### src/rtl/sort_engine_pkg.sv
// Shared types and constants for the in-place bubble sort engine.
// State encoding, default bus widths and the saturating swap counter helper.
package sort_engine_pkg;

  localparam int DEF_ADDR_W = 8;
  localparam int DEF_DATA_W = 16;
  localparam int SWAP_CNT_W = 16;

  typedef enum logic [2:0] {
    IDLE,
    RD_A,
    RD_B,
    CMP,
    WR_A,
    WR_B,
    NEXT,
    DONE
  } state_e;

  // Swap count sticks at all-ones instead of wrapping back to zero.
  function automatic logic [SWAP_CNT_W-1:0] satInc(input logic [SWAP_CNT_W-1:0] v);
    return (&v) ? v : v + SWAP_CNT_W'(1);
  endfunction

endpackage

### src/rtl/sort_cmp_swap.sv
// Compare/exchange element for the sort engine.
// Unsigned greater-than flag plus the max and min of the two held words.
module sort_cmp_swap
  import sort_engine_pkg::*;
#(
  parameter int DATA_W = DEF_DATA_W
) (
  input  logic [DATA_W-1:0] a_i,
  input  logic [DATA_W-1:0] b_i,
  output logic              gt_o,
  output logic [DATA_W-1:0] max_o,
  output logic [DATA_W-1:0] min_o
);

  assign gt_o  = a_i > b_i;
  assign max_o = gt_o ? a_i : b_i;
  assign min_o = gt_o ? b_i : a_i;

endmodule

### src/rtl/sort_engine.sv
// In-place ascending bubble sort, with early exit, of a contiguous memory region.
// Drives the memory bus directly; addresses wrap around the top of memory.
module sort_engine
  import sort_engine_pkg::*;
#(
  parameter int ADDR_W = DEF_ADDR_W,
  parameter int DATA_W = DEF_DATA_W
) (
  input  logic                  clk,
  input  logic                  rst,
  input  logic                  start,
  input  logic [ADDR_W-1:0]     base_addr,
  input  logic [ADDR_W:0]       count,
  output logic                  readMem,
  output logic                  writeMem,
  output logic [ADDR_W-1:0]     addrBus,
  output logic [DATA_W-1:0]     inBus,
  input  logic [DATA_W-1:0]     outBus,
  output logic                  busy,
  output logic                  done,
  output logic [SWAP_CNT_W-1:0] swaps
);

  localparam logic [ADDR_W:0] IDX_ONE = (ADDR_W+1)'(1);
  localparam logic [ADDR_W:0] IDX_TWO = (ADDR_W+1)'(2);

  state_e                state_q, state_d;
  logic [ADDR_W-1:0]     base_q, base_d;
  logic [ADDR_W:0]       idx_q, idx_d;
  logic [ADDR_W:0]       limit_q, limit_d;
  logic                  swapped_q, swapped_d;
  logic [DATA_W-1:0]     regA_q, regA_d;
  logic [DATA_W-1:0]     regB_q, regB_d;
  logic [SWAP_CNT_W-1:0] swaps_q, swaps_d;

  logic              aGtB;
  logic [DATA_W-1:0] maxVal, minVal;
  logic [ADDR_W-1:0] addrA, addrB;
  logic              moreInPass, anotherPass, shortRun;

  assign addrA       = base_q + idx_q[ADDR_W-1:0];
  assign addrB       = addrA + ADDR_W'(1);
  assign moreInPass  = (idx_q + IDX_ONE) < limit_q;
  assign anotherPass = swapped_q && (limit_q > IDX_ONE);
  assign shortRun    = count < IDX_TWO;
  assign swaps       = swaps_q;

  sort_cmp_swap #(.DATA_W(DATA_W)) u_cmp (
    .a_i  (regA_q),
    .b_i  (regB_q),
    .gt_o (aGtB),
    .max_o(maxVal),
    .min_o(minVal)
  );

  always_ff @(posedge clk or posedge rst) begin
    if (rst) state_q <= IDLE;
    else     state_q <= state_d;
  end

  always_comb begin
    state_d = state_q;
    case (state_q)
      IDLE:    if (start) state_d = shortRun ? DONE : RD_A;
      RD_A:    state_d = RD_B;
      RD_B:    state_d = CMP;
      CMP:     state_d = aGtB ? WR_A : NEXT;
      WR_A:    state_d = WR_B;
      WR_B:    state_d = NEXT;
      NEXT: begin
        if (moreInPass)       state_d = RD_B;
        else if (anotherPass) state_d = RD_A;
        else                  state_d = DONE;
      end
      DONE:    state_d = IDLE;
      default: state_d = IDLE;
    endcase
  end

  // Bus outputs decode straight from the state so an async reset silences them at once.
  always_comb begin
    readMem  = 1'b0;
    writeMem = 1'b0;
    addrBus  = '0;
    inBus    = '0;
    busy     = 1'b1;
    done     = 1'b0;
    case (state_q)
      IDLE: busy = 1'b0;
      RD_A: begin
        readMem = 1'b1;
        addrBus = addrA;
      end
      RD_B: begin
        readMem = 1'b1;
        addrBus = addrB;
      end
      WR_A: begin
        writeMem = 1'b1;
        addrBus  = addrA;
        inBus    = minVal;
      end
      WR_B: begin
        writeMem = 1'b1;
        addrBus  = addrB;
        inBus    = maxVal;
      end
      DONE: begin
        busy = 1'b0;
        done = 1'b1;
      end
      default: ;
    endcase
  end

  always_comb begin
    base_d    = base_q;
    idx_d     = idx_q;
    limit_d   = limit_q;
    swapped_d = swapped_q;
    regA_d    = regA_q;
    regB_d    = regB_q;
    swaps_d   = swaps_q;
    case (state_q)
      IDLE: begin
        if (start) begin
          base_d    = base_addr;
          idx_d     = '0;
          limit_d   = shortRun ? '0 : count - IDX_ONE;
          swapped_d = 1'b0;
          swaps_d   = '0;
        end
      end
      RD_A: regA_d = outBus;
      RD_B: regB_d = outBus;
      WR_A: begin
        swapped_d = 1'b1;
        swaps_d   = satInc(swaps_q);
      end
      // The larger word now sits at the upper slot, so it carries forward without a re-read.
      NEXT: begin
        regA_d = maxVal;
        if (moreInPass) begin
          idx_d = idx_q + IDX_ONE;
        end else if (anotherPass) begin
          limit_d   = limit_q - IDX_ONE;
          idx_d     = '0;
          swapped_d = 1'b0;
        end
      end
      default: ;
    endcase
  end

  always_ff @(posedge clk or posedge rst) begin
    if (rst) begin
      base_q    <= '0;
      idx_q     <= '0;
      limit_q   <= '0;
      swapped_q <= 1'b0;
      regA_q    <= '0;
      regB_q    <= '0;
      swaps_q   <= '0;
    end else begin
      base_q    <= base_d;
      idx_q     <= idx_d;
      limit_q   <= limit_d;
      swapped_q <= swapped_d;
      regA_q    <= regA_d;
      regB_q    <= regB_d;
      swaps_q   <= swaps_d;
    end
  end

endmodule

### config.mk
export PLATFORM = sky130hd
export DESIGN_NAME = sort_engine
export DESIGN_NICKNAME = d
export VERILOG_FILES = /design/src/rtl/sort_engine_pkg.sv /design/src/rtl/sort_cmp_swap.sv /design/src/rtl/sort_engine.sv
export SDC_FILE = /design/constraint.sdc
export NUM_CORES = 1
export LEC_CHECK = 0
export ABC_CLOCK_PERIOD_IN_PS = 4860
export BUFFER_PORTS_ARGS = -buffer_cell sky130_fd_sc_hd__buf_2
export CAP_MARGIN = 20
export CORE_UTILIZATION = 59
export CTS_CLUSTER_SIZE = 28
export DETAILED_ROUTE_END_ITERATION = 16
export PLACE_DENSITY = 0.81
export SYNTH_ARGS = -nofsm -noshare
export SYNTH_HDL_FRONTEND = slang
export SYNTH_SLANG_ARGS = --single-unit
### constraint.sdc
create_clock -name clk -period 4.86 [get_ports clk]
set_clock_uncertainty 0.15 [all_clocks]
set_input_delay 1.458 -clock clk [delete_from_list [all_inputs] [get_ports clk]]
set_output_delay 1.458 -clock clk [all_outputs]
set_load 0.005 [all_outputs]
==> flow_summary.toml <==
[critical_path]
reg2reg_depth = 6
rrSetupSlack_ns = 1.31
worstReg2RegStart = "state_q[2]$_DFFE_PP0P_"
startpoint = "idx_q[0]$_DFFE_PP0P_"
regToRegEndpoint = "swaps[13]$_DFFE_PP0P_"
endpoint = "addrBus[7]"
endpoint_kind = "output pin"
path_class = "register to output pin"
required_ns = 3.25
critPathMaxFanout = 7
startpoint_type = "register"
arrival_ns = 3.07

[drt]
vias = 5796
wl_um = 15700
drt_first_pass_iters = 5
ant_nets = 0
routedWlPerCell_um = 16.9
vias_per_cell = 6.25
drt_iter0_markers = 414
route.detailed.drc = 0

[global_routing]
grt_pass1_wl_um = 25200
grt_max_degree = 79
overflow = 0
first_global_vias = 5295
antenna_found_initial = 0
track_usage_pct = 30.9

[synthesis]
synth_fp_nets = 799
syn_avg_cell_area_um2 = 8.17
synth_edf_count = 0
synth_cell_types = 69
ys_warn_count = 0
netlist_instances = 725
ys_ff_latch = 78
async_reset_ff_share_pct = 100
synth-main-ff-cell = "dfrtp_1"
syn-cell-area_um2 = 5920
synth_seq_area_share_pct = 33.0

[floorplan]
coreArea_um2 = 9730
initial_utilization_pct = 60.9
die_y_um = 102
rows = 36
die_width_um = 102
die_area_um2 = 10400
ios = 80

[final_layout]
nets = 863
syn_to_final_growth_pct = 14.0
final_common_cell = "nand2_1"
drive_above_1_share_pct = 17.3
final_cell_count_no_fill = 928
layout_common_cells = "nand2_1, buf_2, dfrtp_1, nor2_1, o21ai_0"
final_cell_area_um2 = 6750

[clock_tree]
root_buffer = "clkbuf_8"
clk_pin_slew_ns = 0.09
cts_made_buffers = 9
cts_tree = "done"
cts.htree.levels = 3
clock_sinks = 78
clk_latency_ns = 0.38
cts_buffer_depth = 2

[placed_design]
post-place-ws_ns = 0.460
io_buffers = 79
place_congestion = 0.859
place_inst = 909
post-dp-hpwl_um = 10600
placed_cell_area_um2 = 6410

[timing]
tightest_slew_ns = 0.916
drv_slew = 0
hold_violations = 0
fin_crit_ns = 4.68
setup_violations = 0
maxSlewHeadroom_pct = 38.9
tns_ns = 0
setup_slack_ns = 0.179
max_freq_mhz = 214
period_share_pct = 96.3

[power_and_ir_drop]
p_per_area_nw_per_um2 = 686
power.total_mw = 4.63
leakage_nw = 3.17
irDropWorstVdd_v = 0.000328

[outcome]
outcome = "finished clean"

[flow_run]
timing.max_cap.violations = 0

[hold_path]
min_path_type = "register to register"
==> per-stage QoR <==
step	hold WS, ns	util (%)
floorplan	0.302	-
global placement	0.321	65.9
detailed placement	0.322	65.9
CTS	0.347	68.8
global route	0.374	69.4
finish	0.345	69.4
==> routing by layer <==
metal	global-route usage [%]	up-vias	wire length (um)	part of all wire (%)
met3	3.15	27	949	6.0
met4	15.6	0	379	2.4
met2	50.3	226	7680	49
li1	-	2726	-	-
met1	41.0	2817	6700	43
met5	0	-	0	0
==> critical path, cell delays in order, from the launching register on <==
cell	delay [ns]
dfrtp_2	0.43
ha_1	0.18
inv_1	0.06
fa_1	0.40
xnor2_1	0.39
and3_1	0.32
nand3_2	0.16
o311a_1	0.37
a21oi_1	0.13
o211ai_1	0.11
buf_2	0.15
==> synthesized netlist by cell type (10+ instances only) <==
| cell | n | area (um2) |
|---|---|---|
| nand2_1 | 170 | 638 |
| dfrtp_1 | 78 | 1950 |
| a21oi_1 | 21 | 105 |
| a2111o_1 | 17 | 191 |
| ha_1 | 37 | 463 |
| nand3_1 | 22 | 110 |
| nor3_1 | 15 | 75.1 |
| o22ai_1 | 15 | 93.8 |
| nor2_1 | 41 | 154 |
| inv_1 | 39 | 146 |
| xor2_1 | 18 | 158 |
| o21ai_0 | 41 | 205 |
| or3_1 | 16 | 100 |
| nand4_1 | 10 | 62.6 |
| a221o_1 | 16 | 160 |
| clkbuf_1 | 29 | 109 |
| xnor2_1 | 24 | 210 |
==> repair_timing <==
action	in CTS	in global routing
hold buffers	0	0
endpoints found under the setup margin	0	2
setup buffers	0	1
gates resized for setup	0	4
==> cell families after synthesis <==
| group | count (synthesis) | synth area share (%) |
|---|---|---|
| buffers and inverters | 81 | 5.49 |
| flip-flops | 78 | 33.0 |
| XOR/XNOR | 43 | 6.49 |
| AO/OA/AOI/OAI | 174 | 22.9 |
| AND/OR/NAND/NOR | 308 | 23.4 |
| adder cells (fa/ha/maj) | 38 | 8.15 |
| multiplexers | 3 | 0.528 |
==> cell type report <==
type | count | area, um2
Antenna cell | 1 | 2.50
Clock buffer | 10 | 128
Clock inverter | 6 | 158
Fill cell | 808 | 2980
Inverter | 41 | 154
Multi-Input combinational cell | 566 | 3670
Sequential cell | 78 | 1950
Tap cell | 133 | 166
Timing Repair Buffer | 93 | 520
==> report_power, final <==
group          leakage, nW  switching, mW  internal (mW)
combinational         2.06           1.57           1.06
clock                0.137          0.264          0.445
sequential           0.974          0.366          0.928
total                 3.17           2.19           2.44
==> state kept, by name (all words and copies together), names as in the netlist <==
name and flops:
regA_q 16, idx_q 9, swaps 16, base_q 8
state_q 3, regB_q 16, swapped_q 1, limit_q 9
==> worst min path at each step <==
stage	start	end	slack (ns)	cells after the start
after detailed placement	base_q[4]$_DFFE_PP0P_	base_q[4]$_DFFE_PP0P_	0.32	2
after CTS	base_q[4]$_DFFE_PP0P_	base_q[4]$_DFFE_PP0P_	0.35	2
after floorplan	base_q[0]$_DFFE_PP0P_	base_q[0]$_DFFE_PP0P_	0.30	2
after global placement	base_q[6]$_DFFE_PP0P_	base_q[6]$_DFFE_PP0P_	0.32	2
after global routing	limit_q[7]$_DFFE_PP0P_	limit_q[7]$_DFFE_PP0P_	0.37	1
final	base_q[5]$_DFFE_PP0P_	base_q[5]$_DFFE_PP0P_	0.35	2
Note: power is estimated with default switching activity, not from simulation.
